<file path="src/rtl/uart_tx_serializer_if.sv">
// Byte-in / serial-out handshake bundle for the UART transmit stage.
interface uart_tx_serializer_if;
  logic [7:0] data_parallel;
  logic       send;
  logic       tx;
  logic       busy;
  logic       done;

  // Controlling logic drives the byte and request, observes line and status.
  modport master (output data_parallel, output send, input tx, input busy, input done);
  // Serializer consumes the byte and request, drives line and status.
  modport slave  (input data_parallel, input send, output tx, output busy, output done);
endinterface

</file>
<file path="src/rtl/uart_tx_serializer.sv">
// UART transmit serializer: start, 8 data bits LSB-first, optional parity, stop.
// Bit timing comes from a per-bit baud counter; all outputs are registered.
module uart_tx_serializer #(
  parameter int unsigned CLKS_PER_BIT = 868,
  parameter bit          PARITY_EN    = 1'b0,
  parameter bit          PARITY_ODD   = 1'b0
) (
  input  logic                 Clk,
  input  logic                 Rst_n,
  uart_tx_serializer_if.slave  bus
);

  localparam int unsigned CW = (CLKS_PER_BIT > 1) ? $clog2(CLKS_PER_BIT) : 1;

  typedef enum logic [2:0] {IDLE, START, DATA, PARITY, STOP} state_e;

  state_e        state_q, state_d;
  logic [CW-1:0] cnt_q, cnt_d;
  logic [2:0]    idx_q, idx_d;
  logic [7:0]    shift_q, shift_d;
  logic          par_q, par_d;
  logic          tx_q, tx_d;
  logic          busy_q, busy_d;
  logic          done_q, done_d;
  logic          bit_end;

  // Last cycle of the current bit period.
  assign bit_end = (cnt_q == CW'(CLKS_PER_BIT - 1));

  // State, datapath and registered outputs; reset parks the line high.
  always_ff @(posedge Clk or negedge Rst_n) begin
    if (!Rst_n) begin
      state_q <= IDLE;
      cnt_q   <= '0;
      idx_q   <= '0;
      shift_q <= '0;
      par_q   <= 1'b0;
      tx_q    <= 1'b1;
      busy_q  <= 1'b0;
      done_q  <= 1'b0;
    end else begin
      state_q <= state_d;
      cnt_q   <= cnt_d;
      idx_q   <= idx_d;
      shift_q <= shift_d;
      par_q   <= par_d;
      tx_q    <= tx_d;
      busy_q  <= busy_d;
      done_q  <= done_d;
    end
  end

  // Next state plus counter/shift updates; the byte and parity latch only on accept.
  always_comb begin
    state_d = state_q;
    cnt_d   = (state_q == IDLE || bit_end) ? '0 : cnt_q + 1'b1;
    idx_d   = idx_q;
    shift_d = shift_q;
    par_d   = par_q;
    case (state_q)
      IDLE: begin
        idx_d = '0;
        if (bus.send) begin
          state_d = START;
          shift_d = bus.data_parallel;
          par_d   = (^bus.data_parallel) ^ PARITY_ODD;
        end
      end
      START:  if (bit_end) state_d = DATA;
      DATA: begin
        if (bit_end) begin
          shift_d = shift_q >> 1;
          idx_d   = idx_q + 3'd1;
          if (idx_q == 3'd7) state_d = PARITY_EN ? PARITY : STOP;
        end
      end
      PARITY: if (bit_end) state_d = STOP;
      STOP:   if (bit_end) state_d = IDLE;
      default: state_d = IDLE;
    endcase
  end

  // Output values for the coming cycle, derived from where the FSM is heading.
  always_comb begin
    tx_d   = 1'b1;
    busy_d = (state_d != IDLE);
    done_d = (state_q == STOP) && (state_d == IDLE);
    case (state_d)
      START:   tx_d = 1'b0;
      DATA:    tx_d = shift_d[0];
      PARITY:  tx_d = par_d;
      default: tx_d = 1'b1;
    endcase
  end

  assign bus.tx   = tx_q;
  assign bus.busy = busy_q;
  assign bus.done = done_q;

endmodule

</file>
<file path="src/flat_wrapper.sv">
// flat-port wrapper written by rule: the top's interface ports become plain ports
module uart_tx_serializer_flat 
#(
  parameter int unsigned CLKS_PER_BIT = 868,
  parameter bit          PARITY_EN    = 1'b0,
  parameter bit          PARITY_ODD   = 1'b0
)
  (Clk, Rst_n, bus_data_parallel, bus_send, bus_tx, bus_busy, bus_done);
  uart_tx_serializer_if bus_i ();
  input  logic Clk;
  input  logic Rst_n;
  input wire logic [$bits(bus_i.data_parallel)-1:0] bus_data_parallel;
  input wire logic [$bits(bus_i.send)-1:0] bus_send;
  output wire logic [$bits(bus_i.tx)-1:0] bus_tx;
  output wire logic [$bits(bus_i.busy)-1:0] bus_busy;
  output wire logic [$bits(bus_i.done)-1:0] bus_done;
  assign bus_i.data_parallel = bus_data_parallel;
  assign bus_i.send = bus_send;
  assign bus_tx = bus_i.tx;
  assign bus_busy = bus_i.busy;
  assign bus_done = bus_i.done;
  uart_tx_serializer #(.CLKS_PER_BIT(CLKS_PER_BIT), .PARITY_EN(PARITY_EN), .PARITY_ODD(PARITY_ODD)) u_core (.Clk(Clk), .Rst_n(Rst_n), .bus(bus_i));
endmodule
</file>
<file path="config.mk">
export PLATFORM = sky130hd
export DESIGN_NAME = uart_tx_serializer_flat
export DESIGN_NICKNAME = d
export VERILOG_FILES = /design/src/rtl/uart_tx_serializer_if.sv /design/src/rtl/uart_tx_serializer.sv /design/src/flat_wrapper.sv
export SDC_FILE = /design/constraint.sdc
export NUM_CORES = 1
export LEC_CHECK = 0
export BUFFER_PORTS_ARGS = -buffer_cell sky130_fd_sc_hd__buf_2
export CAP_MARGIN = 10
export CELL_PAD_IN_SITES_DETAIL_PLACEMENT = 0
export CELL_PAD_IN_SITES_GLOBAL_PLACEMENT = 1
export CORE_MARGIN = 4
export CORE_UTILIZATION = 30
export DETAILED_ROUTE_END_ITERATION = 8
export PLACE_DENSITY = 0.59
export SETUP_SLACK_MARGIN = 0.5
export SLEW_MARGIN = 40
export SYNTH_ARGS = -nofsm -noshare
export SYNTH_HDL_FRONTEND = slang
export SYNTH_SLANG_ARGS = --single-unit
</file>
<file path="constraint.sdc">
create_clock -name Clk -period 1.7 [get_ports Clk]
set_input_delay 0 -clock Clk [delete_from_list [all_inputs] [get_ports Clk]]
set_output_delay 0 -clock Clk [all_outputs]
set_load 0.01 [all_outputs]
</file>
Word-level counts from Yosys, hierarchy flattened
Cells that the tools add are included.
{"block": "totals", "register_bits": 28, "latch_bits": 0, "ram_bits": 0, "romBits": 0, "output_inout_bits": 3, "memories": 0}
{"block": "op_classes", "addsub": 2, "mul": 0, "div": 0, "n_lt_le_gt_ge": 0, "eq_ne": 11, "shifts": 0, "mux": 16, "bitwise": 0, "reduce_logical": 9}
{"op": "$mux W3", "count": 7}
{"op": "$mux W8", "count": 2}
{"op": "$pmux W8 S2", "count": 1}
{"op": "$pmux W3 S5", "count": 1}
{"op": "$eq A3 B2 Y1 const B", "count": 4}
{"op": "$add A10 B1 Y10 const B", "count": 1}
{"op": "$eq A10 B10 Y1 const B", "count": 1}
{"op": "$mux W10", "count": 1}
{"op": "$reduce_xor A8 Y1", "count": 1}
{"op": "$eq A3 B1 Y1 const B", "count": 2}
{"op": "$eq A3 B3 Y1 const B", "count": 2}
{"op": "$logic_not A3 Y1", "count": 2}
{"op": "$pmux W3 S2", "count": 1}
{"op": "$add A3 B1 Y3 const B", "count": 1}
{"op": "$pmux W1 S3", "count": 1}
{"op": "$reduce_and A3 Y1", "count": 1}
{"op": "$reduce_bool A3 Y1", "count": 1}
{"op": "$mux W1", "count": 2}
{"op": "$ne A2 B1 Y1 const B", "count": 1}
{"op": "$ne A2 B2 Y1 const B", "count": 1}
{"op": "$reduce_and A2 Y1", "count": 1}
{"op": "$reduce_bool A2 Y1", "count": 1}
{"op": "$logic_and A1 B1 Y1", "count": 1}
{"op": "$logic_or A1 B1 Y1", "count": 1}

Logic depth before layout (Yosys ltp)
Gate-level depths: netlist (run 1).
{"block": "depth", "depth_word": 6, "ltp_mapped": 7, "mapped_depth_nobuf": 7}

Worst setup path before layout (run 1)
OpenSTA, ideal clock, no wires.
{"block": "synth_timing", "path_kind": "register to register", "from": "register u_core.cnt_q[4]", "to": "register u_core.tx_q (netlist: u_core.bus.tx)", "setup_time_ns": 0.091, "arrival_ns": 1.802, "required_time_ns": 1.609, "setup_slack_ns": -0.193, "stages_incl_launch_ff": 6, "n_path_buf": 1, "period_less_slack_ns": 1.893, "path_cell_list": "dfrtp_1 -> or3b_4 -> or3_1 -> clkbuf_2 -> o32a_1 -> o31ai_1"}
{"block": "synth_between", "elab_chain_len": 5}
{"element": "from (decl)", "line": "uart_tx_serializer.sv:18", "source": "logic [CW-1:0] cnt_q, cnt_d;"}
{"element": "from (signal assigned)", "line": "uart_tx_serializer.sv:43", "source": "cnt_q <= cnt_d;"}
{"element": "$eq A10 B10 Y1 (*)", "line": "uart_tx_serializer.sv:28", "source": "assign bit_end = (cnt_q == CW'(CLKS_PER_BIT - 1));"}
{"element": "$mux W3 (on tied branches)"}
{"element": "$pmux W3 S5", "line": "uart_tx_serializer.sv:60", "source": "case (state_q)"}
{"element": "$eq A3 B2 Y1 / $eq A3 B1 Y1 (equally long branches)", "line": "uart_tx_serializer.sv:88", "source": "case (state_d)"}
{"element": "$pmux W1 S3 (*)", "line": "uart_tx_serializer.sv:88"}
{"element": "named net u_core.tx_d", "line": "uart_tx_serializer.sv:22", "source": "logic tx_q, tx_d;"}
{"element": "to (signal assigned)", "line": "uart_tx_serializer.sv:47", "source": "tx_q <= tx_d;"}
{"element": "to (decl)", "line": "uart_tx_serializer.sv:22"}
The timed path passes the listed nets; every way through them passes the cells marked *. The select of a mux whose other input is x is not followed.
A chain may end at the register's enable or synchronous reset.

Worst setup path in the final report (run 1)
Same ends and word-level chain as after synthesis.

==> results of run 1 <==
[flip-flops by register name, summed over array words and instances, names as in the netlist]
signal           flops
u_core.cnt_q        10
u_core.bus.done      1
u_core.state_q       3
u_core.idx_q         3
u_core.bus.tx        1
u_core.bus.busy      1
u_core.par_q         1
u_core.shift_q       8
[cells in the mapped netlist (3+ instances only)]
cell type / number
nand2_1: 22
nor4_1: 3
clkbuf_1: 3
nor2_1: 16
nand3_1: 7
ha_1: 3
a22oi_1: 6
o21ai_0: 4
nor3_1: 3
inv_1: 4
dfrtp_1: 27
xnor2_1: 13
[how the worst max path moves through the flow]
stage / startpoint / cells past startpoint / endpoint / slack [ns]
final: u_core.cnt_q[4]$_DFF_PN0_ / 5 / u_core.bus.tx$_DFF_PN1_ / -0.09
after detailed placement: u_core.cnt_q[7]$_DFF_PN0_ / 4 / u_core.bus.tx$_DFF_PN1_ / -0.1
after floorplan: u_core.cnt_q[7]$_DFF_PN0_ / 5 / u_core.bus.tx$_DFF_PN1_ / -0.13
after CTS: u_core.cnt_q[4]$_DFF_PN0_ / 4 / u_core.bus.tx$_DFF_PN1_ / -0.1
after global placement: u_core.cnt_q[7]$_DFF_PN0_ / 4 / u_core.bus.tx$_DFF_PN1_ / -0.06
after global routing: u_core.cnt_q[4]$_DFF_PN0_ / 7 / u_core.bus.tx$_DFF_PN1_ / -0.17
[area by class of cell]
type / instances / share of cell area, %
Sequential cell: 28 / 35.08
Timing Repair Buffer: 51 / 19.07
Clock buffer: 3 / 2.064
Clock inverter: 1 / 1.501
Inverter: 4 / 0.7505
Tap cell: 52 / 3.252
Multi-Input combinational cell: 100 / 38.27
[what timing repair did]
| action | 4_1_cts | 5_1_grt |
|---|---|---|
| hold buffers | 8 | 0 |
| buffers inserted | 4 | 5 |
| hold endpoints to repair | 34 | 0 |
| gates resized for setup | 16 | 14 |
| pin swaps | 5 | 8 |
| gates cloned | 0 | 0 |
| setup endpoints to repair | 28 | 28 |
[metrics by stage]
step                      setup TNS, ns  cell area (sq um)  worst slack [ns]  std cells  hold slack [ns]
after floorplan                 -0.5405               1366           -0.1313        136          -0.2956
after global placement         -0.08136               1628          -0.06089        218          0.05145
after detailed placement        -0.1678               1628          -0.09966        218          0.06078
after CTS                       -0.4127               1898          -0.09760        234          0.04845
after global routing            -0.9206               2001           -0.1691        239          0.05470
final                           -0.1144               2001          -0.08831        239          0.06266
[power groups by stage]
| stage | registers [mW] | clock network (mW) | logic [mW] |
|---|---|---|---|
| global placement | 0.698 | 0 | 0.0745 |
| floorplan | 0.696 | 0 | 0.0404 |
| CTS | 0.685 | 0.546 | 0.0926 |
| detailed placement | 0.698 | 0 | 0.0757 |
| finish | 0.687 | 0.527 | 0.0974 |
| global route | 0.689 | 0.577 | 0.111 |
[layer usage]
layer | GRT usage, % | vias up | routed length [microns]
met3 | 2.403 | 4 | 68
met1 | 15.08 | 573 | 1470
met4 | 4.941 | 0 | 39
li1 | - | 568 | -
met5 | 0 | - | 0
met2 | 20.39 | 10 | 1443
[worst register-to-register path: stages, from the launching register on]
cell	delay, ns
dfrtp_1	0.40
or3b_4	0.40
or3_4	0.35
o32a_1	0.35
o21ai_2	0.15
o31ai_2	0.08
[cell families (layout without fill, tap and decap cells)]
| group | Yosys count | count (layout) |
|---|---|---|
| and+or+nand+nor | 63 | 63 |
| DFF | 28 | 28 |
| AOI/OAI and AO/OA | 17 | 17 |
| xor gates and xnor gates | 15 | 15 |
| buffers and inverters | 8 | 59 |
| adders and majority gates | 3 | 3 |
| muxes | 2 | 2 |
[layout by cell type, fill, tap and decap left out, drive strengths merged, types with 4 or more instances in the layout]
cell,n
xnor2,13
nor2,16
inv,4
dlygate4sd3,8
o21ai,4
dfrtp,27
a22oi,6
nand2,22
buf,43
nand3,7
==> impl_metrics.toml, run 1 <==
[outcome]
status = "finished, violations left"
violations = "negative setup slack"

[finish]
diodes = 0
fin_nets = 202
layout-drive-gt1-share_pct = 36.90
synthToLayoutAreaGrowth_pct = 49.44
utilization_pct = 46.27
register_area_sq_um = 701.9
multi_input_area_sq_um = 765.7
fillers = 424

[floorplan]
core_sq_mm = 0.004324
die_h_microns = 74.80
start_util_pct = 30.96
rows = 24
ios = 14
fp.dieW_microns = 74.80
dieArea_sq_mm = 0.005595

[synth]
syn_nets = 150
synth-xor-area-share_pct = 9.813
synth.area.top_cells = "dfrtp_1, xnor2_1, nand2_1, nor2_1, a22oi_1"
yosysSeqAreaShare_pct = 52.43
synth_cell_types = 30
synth_enable_flop_cells = 0
synth_area_per_cell_sq_um = 9.844
yosysTopAreaCellShare_pct = 50.47
yosysTopAreaCell = "dfrtp_1"
synth-simple-area-share_pct = 22.52
ys.flop_type = "dfrtp_1"
syn_inst = 136
synth_warnings = 0
synth-async-reset-ratio_pct = 100.0
synthAdderAreaFrac_pct = 2.804
synth_top_family_by_area = "simple AND/OR/NAND/NOR gates"
synth_seq_cells = 28
synth_compound_area_share_pct = 8.598
synth.area.mux_share_pct = 1.495
syn-cell-area_sq_mm = 0.001339

[clocking]
clk_latency_ns = 0.27
clk_pin_slew_ns = 0.10
cts_root_buffer = "clkbuf_8"
cts_num_sinks = 28
clk_path_buf_depth = 2
cts_buffers = 3
h-tree-depth = 1
cts_tree = "yes"

[global_routing]
grt_pass1_vias = 1188
grt_overflow_total = 0
grt_first_pass_wirelength_microns = 5188
grt_antenna_before_repair = 0
grt_max_degree = 29
grt.total_usage_pct = 12.07

[timing]
slew_headroom_pct = 57.20
hold_violations = 0
worstMarginPinSlew_ns = 0.6421
fin_crit_sh_pct = 105.2
finalSetupViolCount = 3
setup_slack_ns = -0.08831
skew_ns = 0.001379
fmax_mhz = 559.2
finalMaxSlewViolations = 0
fin_crit_ns = 1.788
rsz0062_at_grt = "yes"

[power]
clockPowerShare_pct = 40.2
power.total_mw = 1.312
p_leak_nw = 0.9192
p_per_area_mw_per_mm2 = 655.7
max-vdd-ir-drop_uv = 305.3
internal-power_mw = 1.044
p_comb_share_pct = 7.4
p_sw_mw = 0.2677
power_frac_seq_pct = 52.4
p_sw_share_pct = 20.40

[hold_path]
hold_path_depth = 3
hold_end = "u_core.bus.busy$_DFF_PN0_"
hp-start = "bus_send"
min_path_type = "in2reg"

[placed_design]
numPortBuffers = 13
place.gp.congestion = 0.7977
hpwl_microns = 2141

[detailed_routing]
dr_total_vias = 1155
drtIter0Drc = 25
wire_per_inst_microns = 12.64
firstDrtPassIters = 4
drcViolationCount = 0
wl_microns = 3021
vias_per_cell = 4.833
antenna_left = 0

[setup_path]
rr_worst_depth = 5
crit_fanout = 3
arrival_ns = 2.00
critPathCaptureType = "register"
crit-reg2reg-capture = "u_core.bus.tx$_DFF_PN1_"
path_cells = "or3b_4 -> or3_4 -> o32a_1 -> o21ai_2 -> o31ai_2"
reg2reg_slack_ns = -0.09
max_stage_delay_ns = 0.40
cp.required_ns = 1.91
slowest_stage = "dfrtp_1"
r2r-start = "u_core.cnt_q[4]$_DFF_PN0_"
crit_type = "reg2reg"
crit_family = "simple AND/OR/NAND/NOR gates"
crit_buf_inv = 0
critPathLaunchType = "register"

[flow_run]
drv_cap = 0
No activity file was read; power rests on OpenSTA's default activity.
==> run 2, diff against run 1 <==
--- a/config.mk
+++ b/config.mk
@@ -10,9 +10,9 @@
 export CELL_PAD_IN_SITES_DETAIL_PLACEMENT = 0
 export CELL_PAD_IN_SITES_GLOBAL_PLACEMENT = 1
 export CORE_MARGIN = 4
-export CORE_UTILIZATION = 30
+export CORE_UTILIZATION = 40
 export DETAILED_ROUTE_END_ITERATION = 8
-export PLACE_DENSITY = 0.59
+export PLACE_DENSITY = 0.75
 export SETUP_SLACK_MARGIN = 0.5
 export SLEW_MARGIN = 40
 export SYNTH_ARGS = -nofsm -noshare
==> constraint.sdc (replaced) <==
create_clock -name Clk -period 1.7 [get_ports Clk]
set_input_delay 0 -clock Clk [delete_from_list [all_inputs] [get_ports Clk]]
set_output_delay 0 -clock Clk [all_outputs]
set_load 0.02 [all_outputs]
==> run 2 against run 1 <==
Sequential power is essentially flat. Critical path type unchanged. The run still ends with negative setup slack left. Non-clock buffer count is 2 higher. Via count increased by 2.4%.
==> impl_metrics.toml, run 2 (synthesis gave the netlist of run 1 again) <==
[detailed_routing]
antenna_left = 0
drtIter0Drc = 45
vias_per_cell = 5.077
firstDrtPassIters = 5
dr_total_vias = 1183
drcViolationCount = 0
wire_per_inst_microns = 14.41
wl_microns = 3358

[floorplan]
dieArea_sq_mm = 0.004336
start_util_pct = 42.80
rows = 20
fp.dieW_microns = 65.85
core_sq_mm = 0.003128
ios = 14
die_h_microns = 65.85

[setup_path]
crit_type = "reg2reg"
critPathCaptureType = "register"
r2r-start = "u_core.cnt_q[7]$_DFF_PN0_"
arrival_ns = 2.11
crit-reg2reg-capture = "u_core.bus.tx$_DFF_PN1_"
critPathLaunchType = "register"
rr_worst_depth = 4
reg2reg_slack_ns = -0.15
cp.required_ns = 1.96
crit_fanout = 3

[power]
p_leak_nw = 0.9068
p_per_area_mw_per_mm2 = 610.2
max-vdd-ir-drop_uv = 415.1

[clocking]
cts_root_buffer = "clkbuf_4"
clk_path_buf_depth = 2
cts_tree = "yes"
cts_num_sinks = 28
h-tree-depth = 1
clk_latency_ns = 0.34
clk_pin_slew_ns = 0.16
cts_buffers = 3

[timing]
rsz0062_at_grt = "yes"
finalMaxSlewViolations = 0
holdWs_ns = 0.06243
fmax_mhz = 541.7
skew_ns = 0.006873
worstMarginPinSlew_ns = 0.6343
fin_crit_sh_pct = 108.6
tns_ns = -0.7891
finalSetupViolCount = 13
hold_violations = 0
fin_crit_ns = 1.846
slew_headroom_pct = 57.71
setup_slack_ns = -0.1461

[finish]
layout-drive-gt1-share_pct = 34.92
fin_nets = 204
top_regs = "u_core.cnt_q: 10 flops, u_core.shift_q: 8 flops"
synthToLayoutAreaGrowth_pct = 50.75
diodes = 0
final_common_cell = "dfrtp_1"
utilization_pct = 64.52
fillers = 246
mostFrequentLayoutCells = "dfrtp_1, buf_4, nand2_1, nor2_1"
top_register = "u_core.cnt_q"
final_cell_area_sq_mm = 0.002018
largest_reg_flops = 10
register_area_sq_um = 703.2
multi_input_area_sq_um = 737.0

[placed_design]
numPortBuffers = 13
place_area_sq_mm = 0.001623
place.gp.congestion = 0.8641
post-place-ws_ns = -0.1274
hpwl_microns = 2105

[hold_path]
hp-start = "bus_data_parallel[0]"
min_path_type = "in2reg"
hold_path_depth = 3
hold_end = "u_core.shift_q[0]$_DFF_PN0_"

[flow_run]
drv_cap = 0

[global_routing]
grt.total_usage_pct = 16.32
top_usage_layer = "met2"
met3_usage_pct = 2.551
grt_max_degree = 29
grt_antenna_before_repair = 0
use_met1_pct = 21.33
use_met2_pct = 27.41
grt_overflow_total = 0
grt_pass1_vias = 1160
grt_first_pass_wirelength_microns = 5340

[outcome]
status = "finished, violations left"
violations = "negative setup slack"
-- run 2: cell types whose count changed in the layout (fill, tap and decap cells not counted), sizes merged --
cell,before,now
buf,43,44
dlygate4sd3,8,9
-- run 2: worst max-delay path by stage --
| stage | startpoint | to | slack, ns | depth (start not counted) |
|---|---|---|---|---|
| floorplan | u_core.cnt_q[7]$_DFF_PN0_ | u_core.bus.tx$_DFF_PN1_ | -0.13 | 5 |
| global placement | u_core.cnt_q[7]$_DFF_PN0_ | u_core.bus.tx$_DFF_PN1_ | -0.08 | 4 |
| detailed placement | u_core.cnt_q[7]$_DFF_PN0_ | u_core.bus.tx$_DFF_PN1_ | -0.13 | 4 |
| CTS | u_core.cnt_q[7]$_DFF_PN0_ | u_core.bus.tx$_DFF_PN1_ | -0.09 | 4 |
| global route | u_core.cnt_q[7]$_DFF_PN0_ | u_core.bus.tx$_DFF_PN1_ | -0.16 | 4 |
| finish | u_core.cnt_q[7]$_DFF_PN0_ | u_core.bus.tx$_DFF_PN1_ | -0.15 | 4 |
-- run 2: layout make-up --
cell class | count | share of cell area [%]
inverters | 4 | 0.7440
clock buffers | 3 | 1.116
clock inverters | 1 | 1.488
well taps | 44 | 2.728
multi-input cells | 100 | 36.52
flip-flops and latches | 28 | 34.84
repair buffers | 53 | 22.57
-- run 2: critical path, stage by stage (launching register included) --
cell,delay [ns]
dfrtp_1,0.42
or3b_4,0.42
or3_4,0.35
o32a_1,0.34
o31ai_1,0.24
-- run 2: metal layers --
metal	part of all wire (%)	vias up
met5	0	-
met2	51	29
met1	43	577
met3	4.6	7
li1	-	570
met4	1.7	0
-- run 2: through the flow --
| step | std cells | total power [mW] |
|---|---|---|
| after floorplan | 136 | 0.7367 |
| after global placement | 209 | 0.7711 |
| after detailed placement | 209 | 0.7724 |
| after CTS | 229 | 1.230 |
| after global routing | 233 | 1.284 |
| final | 233 | 1.231 |
-- run 2: where the power goes --
group / internal (mW) / total (mW) / switching (mW)
registers: 0.680 / 0.687 / 0.00788
logic: 0.0494 / 0.0967 / 0.0473
clock network: 0.239 / 0.447 / 0.208
total: 0.968 / 1.23 / 0.263
-- run 2: timing repair --
| item | 4_1_cts | 5_1_grt |
|---|---|---|
| cloned | 1 | 0 |
| endpoints found under the hold margin | 35 | 0 |
| setup endpoints to repair | 28 | 28 |
| resized for setup | 14 | 14 |
| setup buffers | 6 | 4 |
| pin swaps | 6 | 4 |
| hold buffers | 9 | 0 |
==> run 3, diff against run 2 <==
--- a/config.mk
+++ b/config.mk
@@ -12,7 +12,7 @@
 export CORE_MARGIN = 4
 export CORE_UTILIZATION = 40
 export DETAILED_ROUTE_END_ITERATION = 8
-export PLACE_DENSITY = 0.75
+export PLACE_DENSITY_LB_ADDON = 0.1
 export SETUP_SLACK_MARGIN = 0.5
 export SLEW_MARGIN = 40
 export SYNTH_ARGS = -nofsm -noshare
==> run 3 against run 2 <==
The run still ends with negative setup slack left. Hold slack improved by 0.081 ns. Sequential cell count did not move. Highest routed layer unchanged. Critical path depth did not move. Sequential power barely moved.
==> impl_metrics.toml, run 3 (synthesis gave the netlist of run 1 again) <==
[outcome]
status = "finished, violations left"
violations = "negative setup slack"

[floorplan]
fp.dieW_microns = 65.85
core_sq_mm = 0.003128
ios = 14
die_h_microns = 65.85
start_util_pct = 42.80
dieArea_sq_mm = 0.004336
rows = 20

[global_routing]
top_usage_layer = "met2"
grt_max_degree = 29
grt.total_usage_pct = 16.11
grt_overflow_total = 0
grt_antenna_before_repair = 0
grt_first_pass_wirelength_microns = 5402
use_met2_pct = 25.78
use_met1_pct = 22.43
met3_usage_pct = 2.551
grt_pass1_vias = 1169

[finish]
fin_cells = 232
fin_nets = 203
layout-drive-gt1-share_pct = 32.98
fillers = 270
multi_input_area_sq_um = 689.4
utilization_pct = 61.68
mostFrequentLayoutCells = "dfrtp_1, nand2_1, buf_4, nor2_1"
diodes = 0
register_area_sq_um = 701.9
synthToLayoutAreaGrowth_pct = 44.11
top_register = "u_core.cnt_q"
final_common_cell = "dfrtp_1"
largest_reg_flops = 10
top_regs = "u_core.cnt_q: 10 flops, u_core.shift_q: 8 flops"

[setup_path]
r2r-start = "u_core.cnt_q[7]$_DFF_PN0_"
max_stage_delay_ns = 0.40
slowest_stage = "dfrtp_1"
critPathCaptureType = "register"
crit_buf_inv = 0
cp.required_ns = 1.95
crit-reg2reg-capture = "u_core.bus.tx$_DFF_PN1_"
reg2reg_slack_ns = -0.07
crit_type = "reg2reg"
crit_fanout = 3
arrival_ns = 2.01
critPathLaunchType = "register"
path_cells = "or3b_4 -> or3_4 -> o32a_1 -> o31ai_1"
rr_worst_depth = 4
crit_family = "simple AND/OR/NAND/NOR gates"

[detailed_routing]
dr_total_vias = 1152
antenna_left = 0
firstDrtPassIters = 4
wl_microns = 3013
vias_per_cell = 4.966
wire_per_inst_microns = 12.99
drtIter0Drc = 57
drcViolationCount = 0

[power]
power.total_mw = 1.107
p_sw_mw = 0.2472
p_sw_share_pct = 22.34
p_leak_nw = 0.8912
internal-power_mw = 0.8595
power_frac_seq_pct = 62.0
clockPowerShare_pct = 29.4
p_comb_share_pct = 8.6
p_per_area_mw_per_mm2 = 573.6
max-vdd-ir-drop_uv = 298.8

[timing]
fin_crit_sh_pct = 104.0
finalSetupViolCount = 16
hold_violations = 0
fin_crit_ns = 1.767
setup_slack_ns = -0.06736
worstMarginPinSlew_ns = 0.6191
finalMaxSlewViolations = 0
skew_ns = 0.001141
rsz0062_at_grt = "yes"
slew_headroom_pct = 58.73
fmax_mhz = 565.8

[clocking]
cts_buffers = 3
cts_root_buffer = "clkbuf_4"
cts_num_sinks = 28
clk_path_buf_depth = 2
h-tree-depth = 1
clk_pin_slew_ns = 0.15
cts_tree = "yes"
clk_latency_ns = 0.32

[flow_run]
drv_cap = 0

[hold_path]
hold_path_depth = 4
hp-start = "bus_send"
hold_end = "u_core.bus.tx$_DFF_PN1_"
min_path_type = "in2reg"

[placed_design]
post-place-ws_ns = -0.08309
place.gp.congestion = 0.7691
numPortBuffers = 13
dp_cells = 211
hpwl_microns = 2153
==> run 3: worst max-delay path by stage <==
stage                                          from                       to  slack (ns)  cells past startpoint
after global placement    u_core.cnt_q[7]$_DFF_PN0_  u_core.bus.tx$_DFF_PN1_       -0.07                      4
after global routing      u_core.cnt_q[0]$_DFF_PN0_  u_core.bus.tx$_DFF_PN1_       -0.16                      8
final                     u_core.cnt_q[7]$_DFF_PN0_  u_core.bus.tx$_DFF_PN1_       -0.07                      4
after floorplan           u_core.cnt_q[7]$_DFF_PN0_  u_core.bus.tx$_DFF_PN1_       -0.13                      5
after detailed placement  u_core.cnt_q[7]$_DFF_PN0_  u_core.bus.tx$_DFF_PN1_       -0.08                      4
after CTS                 u_core.cnt_q[7]$_DFF_PN0_  u_core.bus.tx$_DFF_PN1_       -0.08                      4
==> run 3: worst min-delay path, cell delays in order <==
cell and delay [ns]:
buf_2 0.10, nor4b_4 0.14, nor2_1 0.14, o31ai_1 0.10
==> run 3: repair_timing <==
item | CTS | global route
pin swaps | 3 | 3
hold endpoints to repair | 35 | 0
hold buffers | 9 | 0
resized for setup | 14 | 10
setup buffers | 1 | 6
endpoints found under the setup margin | 28 | 28
cloned | 0 | 1
==> run 3: per-stage QoR <==
step	TNS, ns	instance area, sq um	hold slack (ns)
after floorplan	-0.5405	1366	-0.2956
after global placement	-0.1062	1632	0.04970
after detailed placement	-0.1598	1632	0.05402
after CTS	-0.2017	1818	0.1026
after global routing	-2.177	1929	0.1327
final	-0.3716	1929	0.1438
==> run 3: power by group through the flow <==
stage                     logic, mW  clock network, mW  registers (mW)
after floorplan              0.0404                  0           0.696
after global placement       0.0748                  0           0.697
after detailed placement     0.0775                  0           0.698
after CTS                    0.0949              0.342           0.686
after global routing          0.105              0.382           0.688
final                        0.0953              0.325           0.686
==> run 3: layer usage <==
layer | part of all wire (%) | vias to the layer above
met5 | 0 | -
met4 | 1.0 | 0
met3 | 2.9 | 4
met2 | 46 | 17
met1 | 50 | 559
li1 | - | 572
==> run 3: layout make-up <==
class / instances / area share, %
sequential: 28 / 36.38
multi-input combinational: 100 / 35.73
timing repair buffer: 52 / 22.37
tap: 44 / 2.853
clock buffer: 4 / 1.881
inverter: 4 / 0.7782
